$ cat src/rtl/memtrans_pkg.sv
// Shared widths and FSM state encoding for the RAM request controller.
package memtrans_pkg;

    localparam int unsigned ADDR_W     = 23;
    localparam int unsigned RAM_ADDR_W = ADDR_W - 2;
    localparam int unsigned DATA_W     = 32;
    localparam int unsigned BE_W       = DATA_W / 8;
    localparam int unsigned STATE_W    = 3;

    typedef logic [STATE_W-1:0] state_t;

    localparam state_t IDLE     = 3'd0;
    localparam state_t RD       = 3'd1;
    localparam state_t RD_REL   = 3'd2;
    localparam state_t WR_ISSUE = 3'd3;
    localparam state_t WR_WAIT  = 3'd4;
    localparam state_t RMW_RD   = 3'd5;
    localparam state_t RMW_REL  = 3'd6;

endpackage

$ cat src/rtl/ram_byte_merge.sv
// Byte-lane merge: lanes with be=1 take the new word, the rest keep the old word.
module ram_byte_merge
    import memtrans_pkg::*;
(
    input  logic [DATA_W-1:0] old_word,
    input  logic [DATA_W-1:0] new_word,
    input  logic [BE_W-1:0]   be,
    output logic [DATA_W-1:0] merged_c
);

    always_comb begin
        merged_c = old_word;
        for (int unsigned b = 0; b < BE_W; b++) begin
            if (be[b]) merged_c[8*b +: 8] = new_word[8*b +: 8];
        end
    end

endmodule

$ cat src/rtl/ram_req_ctrl.sv
// CPU request to RAM driver command controller with read timeout.
// Optional read-modify-write of partial byte enables via `define RAM_RMW_EN.
module ram_req_ctrl
    import memtrans_pkg::*;
#(
    parameter int unsigned RD_TIMEOUT = 15
) (
    input  logic                  clk,
    input  logic                  rst_n,
    input  logic                  req_valid,
    output logic                  req_ready,
    input  logic                  req_we,
    input  logic [ADDR_W-1:0]     req_addr,
    input  logic [BE_W-1:0]       req_be,
    input  logic [DATA_W-1:0]     req_wdata,
    output logic                  rsp_valid,
    output logic [DATA_W-1:0]     rsp_rdata,
    output logic                  rsp_err,
    output logic                  ram_enable,
    output logic                  ram_enable_read,
    output logic                  ram_enable_write,
    output logic [RAM_ADDR_W-1:0] ram_addr,
    output logic [DATA_W-1:0]     ram_data_in,
    input  logic [DATA_W-1:0]     ram_data_out,
    input  logic                  ram_write_finished,
    input  logic                  ram_read_ready
);

    localparam int unsigned TMO_W = (RD_TIMEOUT > 1) ? $clog2(RD_TIMEOUT) : 1;
    localparam logic [TMO_W-1:0] TMO_LAST = TMO_W'(RD_TIMEOUT - 1);

    state_t           state;
    state_t           next_state;
    logic [TMO_W-1:0] tmo_cnt;
    logic             accept_c;
    logic             misalign_c;
    logic             in_rd_c;
    logic             rd_tmo_c;
    logic             req_ready_d;
    logic             ram_enable_d;
    logic             ram_enable_read_d;
    logic             ram_enable_write_d;
    logic             rsp_valid_d;
    logic             rsp_err_d;

    assign accept_c   = req_valid & req_ready;
    assign misalign_c = |req_addr[1:0];
    assign in_rd_c    = (state == RD) || (state == RMW_RD);
    assign rd_tmo_c   = in_rd_c && !ram_read_ready && (tmo_cnt == TMO_LAST);

`ifdef RAM_RMW_EN
    logic [BE_W-1:0]   be_q;
    logic [DATA_W-1:0] merged_c;

    ram_byte_merge u_merge (
        .old_word (ram_data_out),
        .new_word (ram_data_in),
        .be       (be_q),
        .merged_c (merged_c)
    );
`endif

    // State register
    always_ff @(posedge clk or negedge rst_n) begin
        if (!rst_n) state <= IDLE;
        else        state <= next_state;
    end

    // Next-state logic
    always_comb begin
        next_state = state;
        case (state)
            IDLE: begin
                if (accept_c && !misalign_c) begin
                    if (!req_we) begin
                        next_state = RD;
                    end else if (req_be != '0) begin
`ifdef RAM_RMW_EN
                        next_state = (req_be == '1) ? WR_ISSUE : RMW_RD;
`else
                        next_state = WR_ISSUE;
`endif
                    end
                end
            end
            RD: begin
                if (ram_read_ready) next_state = RD_REL;
                else if (rd_tmo_c)  next_state = IDLE;
            end
            RD_REL:   next_state = IDLE;
            RMW_RD: begin
                if (ram_read_ready) next_state = RMW_REL;
                else if (rd_tmo_c)  next_state = IDLE;
            end
            RMW_REL:  next_state = WR_ISSUE;
            WR_ISSUE: next_state = WR_WAIT;
            WR_WAIT: begin
                if (ram_write_finished) next_state = IDLE;
            end
            default:  next_state = IDLE;
        endcase
    end

    // Output logic: values the output registers take at the next edge
    always_comb begin
        req_ready_d        = (next_state == IDLE);
        ram_enable_d       = (next_state != IDLE);
        ram_enable_read_d  = (next_state == RD) || (next_state == RMW_RD);
        ram_enable_write_d = (next_state == WR_ISSUE);
        rsp_valid_d        = 1'b0;
        rsp_err_d          = 1'b0;
        case (state)
            IDLE: begin
                if (accept_c && (misalign_c || (req_we && (req_be == '0)))) begin
                    rsp_valid_d = 1'b1;
                    rsp_err_d   = misalign_c;
                end
            end
            RD: begin
                if (ram_read_ready) begin
                    rsp_valid_d = 1'b1;
                end else if (rd_tmo_c) begin
                    rsp_valid_d = 1'b1;
                    rsp_err_d   = 1'b1;
                end
            end
            RMW_RD: begin
                if (rd_tmo_c) begin
                    rsp_valid_d = 1'b1;
                    rsp_err_d   = 1'b1;
                end
            end
            WR_WAIT: begin
                if (ram_write_finished) rsp_valid_d = 1'b1;
            end
            default: ;
        endcase
    end

    // Output and request datapath registers
    always_ff @(posedge clk or negedge rst_n) begin
        if (!rst_n) begin
            req_ready        <= 1'b1;
            ram_enable       <= 1'b0;
            ram_enable_read  <= 1'b0;
            ram_enable_write <= 1'b0;
            rsp_valid        <= 1'b0;
            rsp_err          <= 1'b0;
            rsp_rdata        <= '0;
            ram_addr         <= '0;
            ram_data_in      <= '0;
            tmo_cnt          <= '0;
`ifdef RAM_RMW_EN
            be_q             <= '0;
`endif
        end else begin
            req_ready        <= req_ready_d;
            ram_enable       <= ram_enable_d;
            ram_enable_read  <= ram_enable_read_d;
            ram_enable_write <= ram_enable_write_d;
            rsp_valid        <= rsp_valid_d;
            rsp_err          <= rsp_err_d;
            if (accept_c) begin
                ram_addr    <= req_addr[ADDR_W-1:2];
                ram_data_in <= req_wdata;
                tmo_cnt     <= '0;
`ifdef RAM_RMW_EN
                be_q        <= req_be;
`endif
            end else if (in_rd_c) begin
                tmo_cnt <= tmo_cnt + TMO_W'(1);
                if (ram_read_ready) begin
                    if (state == RD) rsp_rdata <= ram_data_out;
`ifdef RAM_RMW_EN
                    else             ram_data_in <= merged_c;
`endif
                end
            end
        end
    end

endmodule

$ cat config.mk
export PLATFORM = sky130hd
export DESIGN_NAME = ram_req_ctrl
export DESIGN_NICKNAME = d
export VERILOG_FILES = /design/src/rtl/memtrans_pkg.sv /design/src/rtl/ram_byte_merge.sv /design/src/rtl/ram_req_ctrl.sv
export SDC_FILE = /design/constraint.sdc
export NUM_CORES = 1
export LEC_CHECK = 0
export CAP_MARGIN = 20
export CELL_PAD_IN_SITES_DETAIL_PLACEMENT = 1
export CELL_PAD_IN_SITES_GLOBAL_PLACEMENT = 1
export CORE_AREA = 2 2 110 112
export DETAILED_ROUTE_END_ITERATION = 12
export DIE_AREA = 0 0 112 114
export MAX_ROUTING_LAYER = met4
export PLACE_DENSITY_LB_ADDON = 0.2
export SYNTH_ARGS = -nofsm -noshare
export SYNTH_HDL_FRONTEND = slang
export SYNTH_SLANG_ARGS = --single-unit
export TNS_END_PERCENT = 5
$ cat constraint.sdc
create_clock -name clk -period 4.5 [get_ports clk]
set_input_delay 0.9 -clock clk [delete_from_list [all_inputs] [get_ports clk]]
set_output_delay 0.9 -clock clk [all_outputs]
set_load 0.05 [all_outputs]
* After elaboration in Yosys (flattened, before gate mapping) *
Cells that the tools add are included.

operators by class
  reduce and logical (&&, ||, !) cells = 18
  bitwise gates (word level) = 2
  eq/ne operators = 9
  mux-type cells = 18
  add/subtract/negate cells = 1

operators with widths
  cell                   number
  $mux W3                7
  $pmux W3 S6            1
  $eq A3 B3 Y1 const B   4
  $mux W4                2
  $eq A3 B1 Y1 const B   2
  $eq A3 B2 Y1 const B   2
  $logic_not A3 Y1       2
  $mux W1                6
  $logic_and A1 B1 Y1    5
  $add A4 B1 Y4 const B  1
  $eq A4 B4 Y1 const B   1
  $logic_not A4 Y1       1
  $pmux W1 S4            1
  $reduce_and A4 Y1      1
  $reduce_bool A4 Y1     1
  $logic_or A1 B1 Y1     3
  $pmux W1 S3            1
  $reduce_bool A3 Y1     1
  $logic_not A1 Y1       2
  $reduce_bool A2 Y1     1
  $reduce_or A2 Y1       1
  $and A1 B1 Y1          1
  $not A1 Y1             1

word-level totals
  bits in registers = 98
  input port bits = 97

* Logic depth before layout (Yosys ltp) *
  depth after elaboration = 9
  mapped depth = 6

* Least setup slack after synthesis *
No wires, ideal clock.

  path type = input to register
  start = input port req_be[1]
  end = register req_ready
  data required time = 4438 ps
  slack = 2536 ps
  arrival time = 1901 ps
  stages on the path = 4
  cell sequence = nor4_2 > and3b_2 > a221oi_4 > and3_1

on the way
  cells in the longest elaborated chain, start to end = 6

RTL lines
  element                line                 text
  from (decl)            ram_req_ctrl.sv:14   input logic [BE_W-1:0] req_be,
  $reduce_bool A4 Y1     ram_req_ctrl.sv:77   end else if (req_be != '0) begin
  $mux W3                ram_req_ctrl.sv:77
  $mux W3                ram_req_ctrl.sv:75   if (!req_we) begin
  $mux W3                ram_req_ctrl.sv:74   if (accept_c && !misalign_c) begin
  $pmux W3 S6            ram_req_ctrl.sv:72   case (state)
  $logic_not A3 Y1       ram_req_ctrl.sv:106  req_ready_d = (next_state == IDLE);
  named net req_ready_d  ram_req_ctrl.sv:39   logic req_ready_d;
  to (signal assigned)   ram_req_ctrl.sv:157  req_ready <= req_ready_d;
  to (decl)              ram_req_ctrl.sv:11   output logic req_ready,

The timed path passes the listed nets, and every way through them passes these cells.
A chain may end at the register's enable or synchronous reset.

* Worst setup path after layout *
  start = input port req_valid
  end = register rsp_rdata[5]

on the way
  cells in the longest elaborated chain, start to end = 3

RTL lines
  element                      line                 text
  from (decl)                  ram_req_ctrl.sv:10   input logic req_valid,
  $and A1 B1 Y1                ram_req_ctrl.sv:46   assign accept_c = req_valid & req_ready;
  $not A1 Y1 (no line)         -
  $reduce_and A4 Y1 (no line)  -
  to (signal assigned)         ram_req_ctrl.sv:173  if (state == RD) rsp_rdata <= ram_data_out;
  to (decl)                    ram_req_ctrl.sv:17   output logic [DATA_W-1:0] rsp_rdata,

Every way passes these cells.

==> flow_summary.ini <==
[place]
hpwl_um = 7470
place.gp.congestion = 0.771
io_buffers = 187

[pwr]
net-switching-power_w = 0.00197
pwr-share-seq = 0.306
p_int_w = 0.00254
p_per_area_mw_per_mm2 = 736
ir_worst_vdd_mv = 0.394
switching_share = 0.437
clock_power_share = 0.172
combPwrFrac = 0.521
cellLeakagePower_nw = 2.56

[critical_path]
rr_startpoint = req_ready$_DFF_PN1_
startpoint_type = input port
rr_endpoint = rsp_rdata[5]$_DFFE_PN0P_
crit_arrival_ns = 2.95
rr_worst_depth = 3
endpoint_kind = flip-flop
cp_max_fo = 32
required_ns = 4.72
criticalPathCategory = in -> reg
r2r_slack_ns = 2.49

[min_path]
min_to = ram_data_in[11]$_DFFE_PN0N_
min_from = ram_data_in[11]$_DFFE_PN0N_
holdPathStages = 1
hold_class = reg -> reg

[drt]
drc = 0
wl_per_cell_um = 17.3
vias = 2726
wl_um = 10100
dr.pass1.iters = 3
vias_per_cell = 4.68
drt_iter0_drc = 58
postRouteAntennaNets = 0

[clock_network]
cts.path.max_buffers = 2
clk_pin_slew_ns = 0.06
cts_resized = 0
cts_hold_buffers = 0
tritoncts = done
cts_made_buffers = 9
cts.sinks = 98
post_cts_buffers = 0
clk_latency_ns = 0.34
clock-root-buffer = clkbuf_16
cts_max_level = 3

[timing]
finalCriticalPeriod_ns = 2.73
fmax_ghz = 0.367
hold_viol = 0
rsz0062_at_grt = false
tightestPinTransition_ns = 0.909
fin_tns_setup_ns = 0
fin_crit_sh = 0.606
relSlewSlack = 0.394
finalClockSkew_ns = 0.00688
slew_violations = 0
setup_viol = 0

[finish]
area_delta_synth_final_pct = 60.1
drive_above_1_share = 0.252
fin_nets = 530
postLayoutCoreUtil = 0.523
n_antenna_cell = 0

[global_routing]
grt_pass1_wl_um = 16000
track_usage = 0.168
gr-total-overflow = 0
antenna_found_initial = 0
grt_max_degree = 70
first_global_vias = 2886

[floorplan]
io-pin-count = 188
core_region_area_sq_mm = 0.0117
start_util = 0.327
die_h_um = 114
die-area_sq_mm = 0.0128
rows = 40
die_w_um = 112

[flow_run]
cap_violations = 0

[run_status]
status = completed

[synthesis]
synth_top_area_share = 0.635
syn_area_sq_mm = 0.00382
ys_ff_latch = 98
syn_area_per_cell_sq_um = 15.9
syn_nets = 340
yosys.area.top_type = dfrtp_1
synth_area_leaders = dfrtp_1 (63%), mux2_2 (24%), buf_6 (0.88%), a21oi_1 (0.79%), buf_2 (0.79%)
yosys_warnings = 0
netlist_instances = 241
synth.yosys.seq_area_share = 0.641
synth.distinct_cells = 33
layer usage:
layer,vias to the layer above,wire length [um],track usage,share of wire
li1,1225,-,-,-
met1,1380,4270,0.206,0.42
met2,107,5100,0.270,0.51
met3,14,511,0.0367,0.051
met4,0,207,0.0756,0.021
met5,-,0,-,0
power groups by stage:
| stage | Clock [W] | Combinational [W] | Sequential (W) |
|---|---|---|---|
| after floorplan | 0 | 0.000401 | 0.00250 |
| after global placement | 0 | 0.00234 | 0.00138 |
| after detailed placement | 0 | 0.00238 | 0.00140 |
| after CTS | 0.000808 | 0.00238 | 0.00139 |
| after global routing | 0.000844 | 0.00243 | 0.00142 |
| final | 0.000776 | 0.00235 | 0.00138 |
Yosys cell counts:
cell type and n:
a21boi_0 1, a21oi_1 6, a221oi_2 1, a221oi_4 1
a31oi_1 1, and2b_2 1, and3_1 1, and3b_2 1
buf_2 6, buf_4 1, buf_6 3, dfrtp_1 97
dfstp_2 1, ha_1 2, inv_1 3, inv_2 1
mux2_1 2, mux2_2 83, nand2_1 5, nand2b_4 1
nand3_1 2, nand3_4 1, nand4_1 1, nor2_1 7
nor2b_1 1, nor4_2 2, o21ai_0 2, o221ai_1 1
or3_1 1, or4_1 1, or4b_1 1, xnor2_1 1
xor2_1 2
state kept, by name, summed over array words and instances (netlist names), 3 cells and up:
signal and cells:
ram_addr 21, ram_data_in 32, state 3, rsp_rdata 32
tmo_cnt 4
cell families (layout without fill, tap and decap cells):
group	after synthesis	after routing	share of synthesized area
xor gates and xnor gates	3	3	0.00687
adders and majority gates	2	2	0.00654
buffers and inverters	14	209	0.0226
DFF	98	98	0.641
and+or+nand+nor	26	26	0.0451
AOI/OAI and AO/OA	13	13	0.0272
muxes	85	85	0.250
per-stage QoR:
| stage | setup slack [ns] | power [W] | hold WS [ns] | instance area, sq um | instances |
|---|---|---|---|---|---|
| 5_1_grt | 1.62 | 0.00470 | 0.515 | 6120 | 583 |
| 2_1_floorplan | 2.54 | 0.00290 | 0.533 | 3820 | 241 |
| 3_3_place_gp | 1.38 | 0.00372 | 0.474 | 5820 | 567 |
| 4_1_cts | 1.71 | 0.00457 | 0.507 | 6120 | 583 |
| 3_5_place_dp | 1.34 | 0.00378 | 0.493 | 5820 | 567 |
| 6_report | 1.77 | 0.00451 | 0.504 | 6120 | 583 |
cells in the final DEF, fill, tap and decap left out, types with 2 or more instances in the layout:
cell,instances
clkbuf_16,9
ha_1,2
clkbuf_1,3
mux2_2,83
nand2_1,4
nor4_2,2
inv_1,3
buf_4,3
clkdlybuf4s50_1,186
a21oi_1,6
dfrtp_1,97
o21ai_0,2
mux2_1,2
nand3_1,2
nor2_1,7
xor2_1,2
clkbuf_8,2
area by class of cell:
class                           count  area, sq um
Sequential cell                    98         2450
Inverter                            4         15.0
Timing Repair Buffer              189         1880
Tap cell                          147          184
Fill cell                        1198         5590
Multi-Input combinational cell    129         1290
Clock buffer                       14          264
Clock inverter                      2         35.0
worst max path at each step:
stage | start | cells after the start | endpoint | slack [ns]
floorplan | req_be[1] | 4 | req_ready$_DFF_PN1_ | 2.54
global placement | req_valid | 4 | rsp_rdata[5]$_DFFE_PN0P_ | 1.38
detailed placement | req_valid | 4 | rsp_rdata[5]$_DFFE_PN0P_ | 1.34
CTS | req_valid | 4 | rsp_rdata[5]$_DFFE_PN0P_ | 1.71
global route | req_valid | 4 | rsp_rdata[5]$_DFFE_PN0P_ | 1.62
finish | req_valid | 4 | rsp_rdata[5]$_DFFE_PN0P_ | 1.77
worst max-delay path, cell delays in order:
cell and delay, ns:
clkdlybuf4s50_1 0.51, nand2_2 0.51, nand3_4 0.53, mux2_1 0.48
Power figures use the tool's default switching activity.
